**src/rtl/pipe_ctrl_pkg.sv**
```systemverilog
`default_nettype none
// +----------------------------------------------------------------------------+
// | Module  : pipe_ctrl_pkg                                                    |
// | Brief   : Shared state encoding and constants for the pipeline sequencer.  |
// | Revision: 1.0                                                              |
// +----------------------------------------------------------------------------+
package pipe_ctrl_pkg;

  typedef enum logic [1:0] {
    RUN      = 2'd0,
    MD_BUSY  = 2'd1,
    MEM_WAIT = 2'd2
  } pipe_state_t;

  localparam int          c_RA_W_DEFAULT = 5;
  // addi x0, x0, 0 -- what a flushed stage register carries
  localparam logic [31:0] c_NOP_INSN     = 32'h0000_0013;

endpackage

`default_nettype wire

```
**src/rtl/stall_timer.sv**
```systemverilog
`default_nettype none
// +----------------------------------------------------------------------------+
// | Module  : stall_timer                                                      |
// | Brief   : Loadable down-counter with zero flag; holds at zero.             |
// | Revision: 1.0                                                              |
// +----------------------------------------------------------------------------+
module stall_timer #(
  parameter int WIDTH = 4
) (
  input  logic             clk,
  input  logic             rst_n,
  input  logic             load,
  input  logic [WIDTH-1:0] load_val,
  input  logic             dec,
  output logic             zero
);

  logic [WIDTH-1:0] r_count;

  always_ff @(posedge clk or negedge rst_n) begin
    if (!rst_n) begin
      r_count <= '0;
    end else if (load) begin
      r_count <= load_val;
    end else if (dec && (r_count != '0)) begin
      r_count <= r_count - 1'b1;
    end
  end

  assign zero = (r_count == '0);

endmodule

`default_nettype wire

```
**src/rtl/pipe_hazard_ctrl.sv**
```systemverilog
`default_nettype none
// +----------------------------------------------------------------------------+
// | Module  : pipe_hazard_ctrl                                                 |
// | Brief   : Hold/bubble sequencer for IF/ID, ID/EX, EX/MEM, MEM/WB registers. |
// |           Optional stall_cycles counter when PIPE_PERF_CNT_EN is defined.  |
// | Revision: 1.0                                                              |
// +----------------------------------------------------------------------------+
module pipe_hazard_ctrl
  import pipe_ctrl_pkg::*;
#(
  parameter int MD_LATENCY  = 4,
  parameter int MEM_TIMEOUT = 15,
  parameter int RA_W        = c_RA_W_DEFAULT
) (
  input  logic            clk,
  input  logic            rst_n,
  input  logic [RA_W-1:0] id_rs1,
  input  logic [RA_W-1:0] id_rs2,
  input  logic [RA_W-1:0] ex_rd,
  input  logic            ex_mem_read,
  input  logic            ex_md_op,
  input  logic            ex_br_taken,
  input  logic            mem_req,
  input  logic            mem_ready,
  output logic            pc_en,
  output logic            ifid_en,
  output logic            idex_en,
  output logic            exmem_en,
  output logic            memwb_en,
  output logic            ifid_flush,
  output logic            idex_flush,
  output logic            exmem_flush,
  output logic            memwb_flush,
  output logic            mem_timeout,
  output logic            md_busy
`ifdef PIPE_PERF_CNT_EN
  ,
  output logic [31:0]     stall_cycles
`endif
);

  localparam int c_MD_W   = $clog2(MD_LATENCY);
  localparam int c_WAIT_W = 8;

  pipe_state_t         r_state;
  logic [c_WAIT_W-1:0] r_wait_cnt;
  logic                r_mem_timeout;

  logic w_md_zero;
  logic w_timeout_hit, w_mem_pending, w_mem_stall;
  logic w_md_start, w_md_hold, w_load_use, w_branch, w_lu_stall;
  logic w_pc_en, w_ifid_en, w_idex_en, w_exmem_en, w_memwb_en;
  logic w_ifid_flush, w_idex_flush, w_exmem_flush, w_memwb_flush;

  assign w_timeout_hit = (r_wait_cnt == c_WAIT_W'(MEM_TIMEOUT));
  assign w_mem_pending = mem_req & ~mem_ready;
  // A timed-out access is released exactly as if memory had answered
  assign w_mem_stall   = (r_state != MD_BUSY) & w_mem_pending & ~w_timeout_hit;
  assign w_md_start    = (r_state == RUN) & ex_md_op & ~w_mem_stall;
  assign w_md_hold     = (r_state == MD_BUSY) & ~w_md_zero;
  assign w_load_use    = ex_mem_read & (ex_rd != '0) &
                         ((ex_rd == id_rs1) | (ex_rd == id_rs2));
  assign w_branch      = (r_state == RUN) & ex_br_taken & ~w_mem_stall & ~ex_md_op;
  assign w_lu_stall    = (r_state == RUN) & w_load_use & ~w_mem_stall & ~ex_md_op &
                         ~ex_br_taken;

  always_comb begin
    w_pc_en       = 1'b1;
    w_ifid_en     = 1'b1;
    w_idex_en     = 1'b1;
    w_exmem_en    = 1'b1;
    w_memwb_en    = 1'b1;
    w_ifid_flush  = 1'b0;
    w_idex_flush  = 1'b0;
    w_exmem_flush = 1'b0;
    w_memwb_flush = 1'b0;
    if (w_mem_stall) begin
      w_pc_en       = 1'b0;
      w_ifid_en     = 1'b0;
      w_idex_en     = 1'b0;
      w_exmem_en    = 1'b0;
      w_memwb_flush = 1'b1;
    end else if (w_md_start || w_md_hold) begin
      w_pc_en       = 1'b0;
      w_ifid_en     = 1'b0;
      w_idex_en     = 1'b0;
      w_exmem_flush = 1'b1;
    end else if (w_branch) begin
      w_ifid_flush  = 1'b1;
      w_idex_flush  = 1'b1;
    end else if (w_lu_stall) begin
      w_pc_en       = 1'b0;
      w_ifid_en     = 1'b0;
      w_idex_flush  = 1'b1;
    end
  end

  // A flushed register must still load its NOP, so flush forces the enable
  assign pc_en       = rst_n & w_pc_en;
  assign ifid_en     = rst_n & (w_ifid_en  | w_ifid_flush);
  assign idex_en     = rst_n & (w_idex_en  | w_idex_flush);
  assign exmem_en    = rst_n & (w_exmem_en | w_exmem_flush);
  assign memwb_en    = rst_n & (w_memwb_en | w_memwb_flush);
  assign ifid_flush  = ~rst_n | w_ifid_flush;
  assign idex_flush  = ~rst_n | w_idex_flush;
  assign exmem_flush = ~rst_n | w_exmem_flush;
  assign memwb_flush = ~rst_n | w_memwb_flush;
  assign mem_timeout = r_mem_timeout;
  assign md_busy     = rst_n & (r_state == MD_BUSY);

  stall_timer #(
    .WIDTH    (c_MD_W)
  ) u_md_timer (
    .clk      (clk),
    .rst_n    (rst_n),
    .load     (w_md_start),
    .load_val (c_MD_W'(MD_LATENCY - 2)),
    .dec      (w_md_hold),
    .zero     (w_md_zero)
  );

  always_ff @(posedge clk or negedge rst_n) begin
    if (!rst_n) begin
      r_state       <= RUN;
      r_wait_cnt    <= '0;
      r_mem_timeout <= 1'b0;
    end else begin
      case (r_state)
        RUN: begin
          if (w_mem_stall) begin
            r_state    <= MEM_WAIT;
            r_wait_cnt <= r_wait_cnt + 1'b1;
          end else if (w_md_start) begin
            r_state <= MD_BUSY;
          end
        end
        MD_BUSY: begin
          if (w_md_zero) r_state <= RUN;
        end
        MEM_WAIT: begin
          if (w_mem_stall) begin
            if (r_wait_cnt != '1) r_wait_cnt <= r_wait_cnt + 1'b1;
          end else begin
            r_state    <= RUN;
            r_wait_cnt <= '0;
            if (w_timeout_hit && w_mem_pending) r_mem_timeout <= 1'b1;
          end
        end
        default: r_state <= RUN;
      endcase
    end
  end

`ifdef PIPE_PERF_CNT_EN
  logic [31:0] r_stall_cycles;

  always_ff @(posedge clk or negedge rst_n) begin
    if (!rst_n) begin
      r_stall_cycles <= '0;
    end else if (!w_pc_en) begin
      r_stall_cycles <= r_stall_cycles + 32'd1;
    end
  end

  assign stall_cycles = r_stall_cycles;
`endif

endmodule

`default_nettype wire

```
**config.mk**
```make
export PLATFORM = sky130hd
export DESIGN_NAME = pipe_hazard_ctrl
export DESIGN_NICKNAME = d
export VERILOG_FILES = /design/src/rtl/pipe_ctrl_pkg.sv /design/src/rtl/stall_timer.sv /design/src/rtl/pipe_hazard_ctrl.sv
export SDC_FILE = /design/constraint.sdc
export NUM_CORES = 1
export LEC_CHECK = 0
export CORE_ASPECT_RATIO = 0.8
export CORE_MARGIN = 3
export CORE_UTILIZATION = 35
export DETAILED_ROUTE_END_ITERATION = 16
export GPL_ROUTABILITY_DRIVEN = 0
export PLACE_DENSITY = 0.73
export SLEW_MARGIN = 25
export SYNTH_ARGS = -nofsm -noshare
export SYNTH_HDL_FRONTEND = slang
export SYNTH_SLANG_ARGS = --single-unit
```
**constraint.sdc**
```tcl
create_clock -name clk -period 3.2 [get_ports clk]
set_input_delay 0.96 -clock clk [delete_from_list [all_inputs] [get_ports clk]]
set_output_delay 0.96 -clock clk [all_outputs]
set_load 0.05 [all_outputs]
```
==> results.json <==
{
  "fp.coreArea_mm2": 0.00252,
  "critPathCapture": "pc_en",
  "cts_tree": "built",
  "clock-sinks": 13,
  "n_antenna_cell": 0,
  "fin_ws_ns": -0.160,
  "skew_ns": 0.000959,
  "antenna_found_initial": 0,
  "fin_crit_ns": 3.36,
  "final_max_slew_viol_count": 0,
  "wirelength_mm": 3.23,
  "p_leak_nw": 0.825,
  "fin_area_mm2": 0.00171,
  "slew_headroom_pct": 66.4,
  "grt_start_max_net_pins": 12,
  "r2r.worst_path.cells": 8,
  "syn_inst": 109,
  "yosys.cell_types.count": 40,
  "dr.pass1.iters": 4,
  "synthFlopType": "dfrtp_1",
  "die_h_um": 52.8,
  "post-route-drc-count": 0,
  "start_kind": "input port",
  "yosys_register_bits": 13,
  "cp.required_ns": 2.24,
  "std_cell_rows": 16,
  "clockBufferDepth": 2,
  "initialDrtViolationCount": 76,
  "drive_gt1_share_pct": 41.0,
  "ios": 33,
  "period_share_pct": 105,
  "pwr-share-comb_pct": 61.3,
  "p_sw_share_pct": 43.4,
  "fillers": 190,
  "ctsHoldBuffers": 0,
  "nets": 186,
  "drt.antenna.violating_nets": 0,
  "avgSynthCellArea_um2": 8.78,
  "crit_path_end_kind": "output port",
  "die_x_um": 64.5,
  "clk_pin_slew_ns": 0.08,
  "grt_pass1_wl_mm": 5.11,
  "synth-edff-count": 0,
  "start_util_pct": 37.9,
  "seq_area_frac_synth_pct": 34.0,
  "max_freq_ghz": 0.298,
  "p_clk_share_pct": 10.8,
  "vdd.ir_drop.worst_uv": 452,
  "status": "complete, but fails checks",
  "routedWlPerCell_um": 16.4,
  "hold_ws_ns": 0.532,
  "place_worst_setup_slack_ns": -0.457,
  "dieArea_mm2": 0.00340,
  "placed_cell_area_mm2": 0.00153,
  "vias": 1028,
  "cts_max_level": 1,
  "hpwl_mm": 2.30,
  "rr_startpoint": "r_wait_cnt[0]",
  "violations": "negative setup slack",
  "cap_violations": 0,
  "reg2reg_to": "r_wait_cnt[2]",
  "seqCellArea_um2": 325,
  "multi_input_area_um2": 709,
  "netlist_area_um2": 957,
  "worst-path-max-fanout": 3,
  "timing.final.hold_violations": 0,
  "cp-startpoint": "ex_rd[2]",
  "rsz0062_at_grt": "true",
  "power.internal_mw": 0.524,
  "hold_class": "flip-flop to flip-flop",
  "setup_viol": 4,
  "p_per_area_mw_per_mm2": 540,
  "ys.warnings.count": 0,
  "ff2ff_setup_slack_ns": 1.05,
  "first_global_vias": 1053,
  "async_reset_ff_share_pct": 100,
  "crit_arrival_ns": 2.40,
  "seqPwrFrac_pct": 27.9,
  "grt_usage_pct": 20.0,
  "io_buffer_count": 32,
  "syn_nets": 133,
  "routed_via_density": 5.22,
  "clock_latency_ns": 0.27,
  "cts_made_buffers": 3,
  "clockRootBuffer": "clkbuf_4",
  "p_sw_mw": 0.401,
  "overflow": 0,
  "syn2layout_area_growth_pct": 79.1,
  "criticalPathCategory": "input port to output port",
  "tightest_slew_ns": 0.502
}
-- power by group through the flow --
| stage | Combinational, mW | Sequential [mW] | Clock (mW) |
|---|---|---|---|
| floorplan | 0.292 | 0.244 | 0 |
| global placement | 0.483 | 0.252 | 0 |
| detailed placement | 0.500 | 0.256 | 0 |
| CTS | 0.518 | 0.257 | 0.103 |
| global route | 0.611 | 0.268 | 0.113 |
| finish | 0.567 | 0.258 | 0.100 |
-- through the flow --
step	utilization (%)	TNS, ns	std cells	total power [mW]
after floorplan	-	-0.517	109	0.536
after CTS	64.7	-0.591	194	0.879
after global placement	60.7	-2.73	188	0.735
after global routing	68.0	-0.682	197	0.991
after detailed placement	60.7	-2.77	188	0.756
final	68.0	-0.494	197	0.925
-- synthesized netlist by cell type (all sizes together), types with 2 or more instances --
cell | n | area share (%)
a21boi | 2 | 2.0
nand2 | 13 | 5.1
xor2 | 10 | 9.1
nor2b | 4 | 2.6
a21oi | 2 | 1.0
dfrtp | 13 | 34
or4 | 2 | 2.0
and3 | 3 | 2.1
nor3 | 5 | 2.6
nand3 | 2 | 1.0
o31ai | 2 | 1.6
inv | 7 | 2.7
and2 | 2 | 1.3
nor4 | 3 | 4.2
nor2 | 9 | 3.5
o21ai | 11 | 6.5
buf | 3 | 3.1
ha | 2 | 2.6
-- kinds of logic after synthesis --
family                     Yosys count  synth area share (%)
DFF                                 13                  34.0
buffers and inverters               10                  5.88
AOI/OAI and AO/OA                   25                  19.1
xor gates and xnor gates            11                  10.1
and+or+nand+nor                     48                  28.4
adders and majority gates            2                  2.61
-- state kept, by name, summed over array words and instances, names as in the netlist --
signal	flops
mem_timeout	1
r_state	2
r_wait_cnt	8
u_md_timer.r_count	2
-- layout by cell type, fill, tap and decap left out, drive strengths merged, types with 5 or more instances in the layout --
master / synthesis / final
nand2: 13 / 13
nor2: 9 / 9
inv: 7 / 6
o21ai: 11 / 11
dlymetal6s2s: 0 / 9
clkbuf: 0 / 11
nor3: 5 / 5
xor2: 10 / 10
dfrtp: 13 / 13
buf: 3 / 29
-- worst min path at each step --
stage	to	slack, ns	depth (start not counted)	from
after global routing	mem_timeout	0.55	1	mem_timeout
after detailed placement	mem_timeout	0.50	1	mem_timeout
after floorplan	r_wait_cnt[1]	0.46	2	r_wait_cnt[1]
final	r_wait_cnt[0]	0.53	1	r_wait_cnt[0]
after global placement	mem_timeout	0.46	1	mem_timeout
after CTS	mem_timeout	0.52	1	mem_timeout
-- worst max-delay path: stages --
cell       delay, ns
clkbuf_2        0.11
or4_4           0.56
o21ai_4         0.20
nor4_4          0.07
buf_4           0.16
nor3_4          0.14
clkbuf_16       0.19
-- repair_timing --
| action | in CTS | in global routing |
|---|---|---|
| buffers inserted | 2 | 3 |
| resized for setup | 31 | 31 |
| endpoints found under the setup margin | 8 | 6 |
| pin swaps | 8 | 16 |
-- routing by layer --
layer  vias to the layer above  global-route usage, %  part of all wire (%)
li1                        490                      -                     -
met5                         -                      0                     0
met2                        37                   34.9                    51
met4                         0                   5.61                  0.53
met3                         2                   5.15                   5.8
met1                       499                   24.3                    43
-- area by class of cell --
type	instances	share of cell area, %
Sequential cell	13	19.0
Multi-Input combinational cell	86	41.4
Timing Repair Buffer	51	33.6
Inverter	7	1.90
Tap cell	36	2.63
Clock buffer	4	1.53
Power figures use the tool's default switching activity.
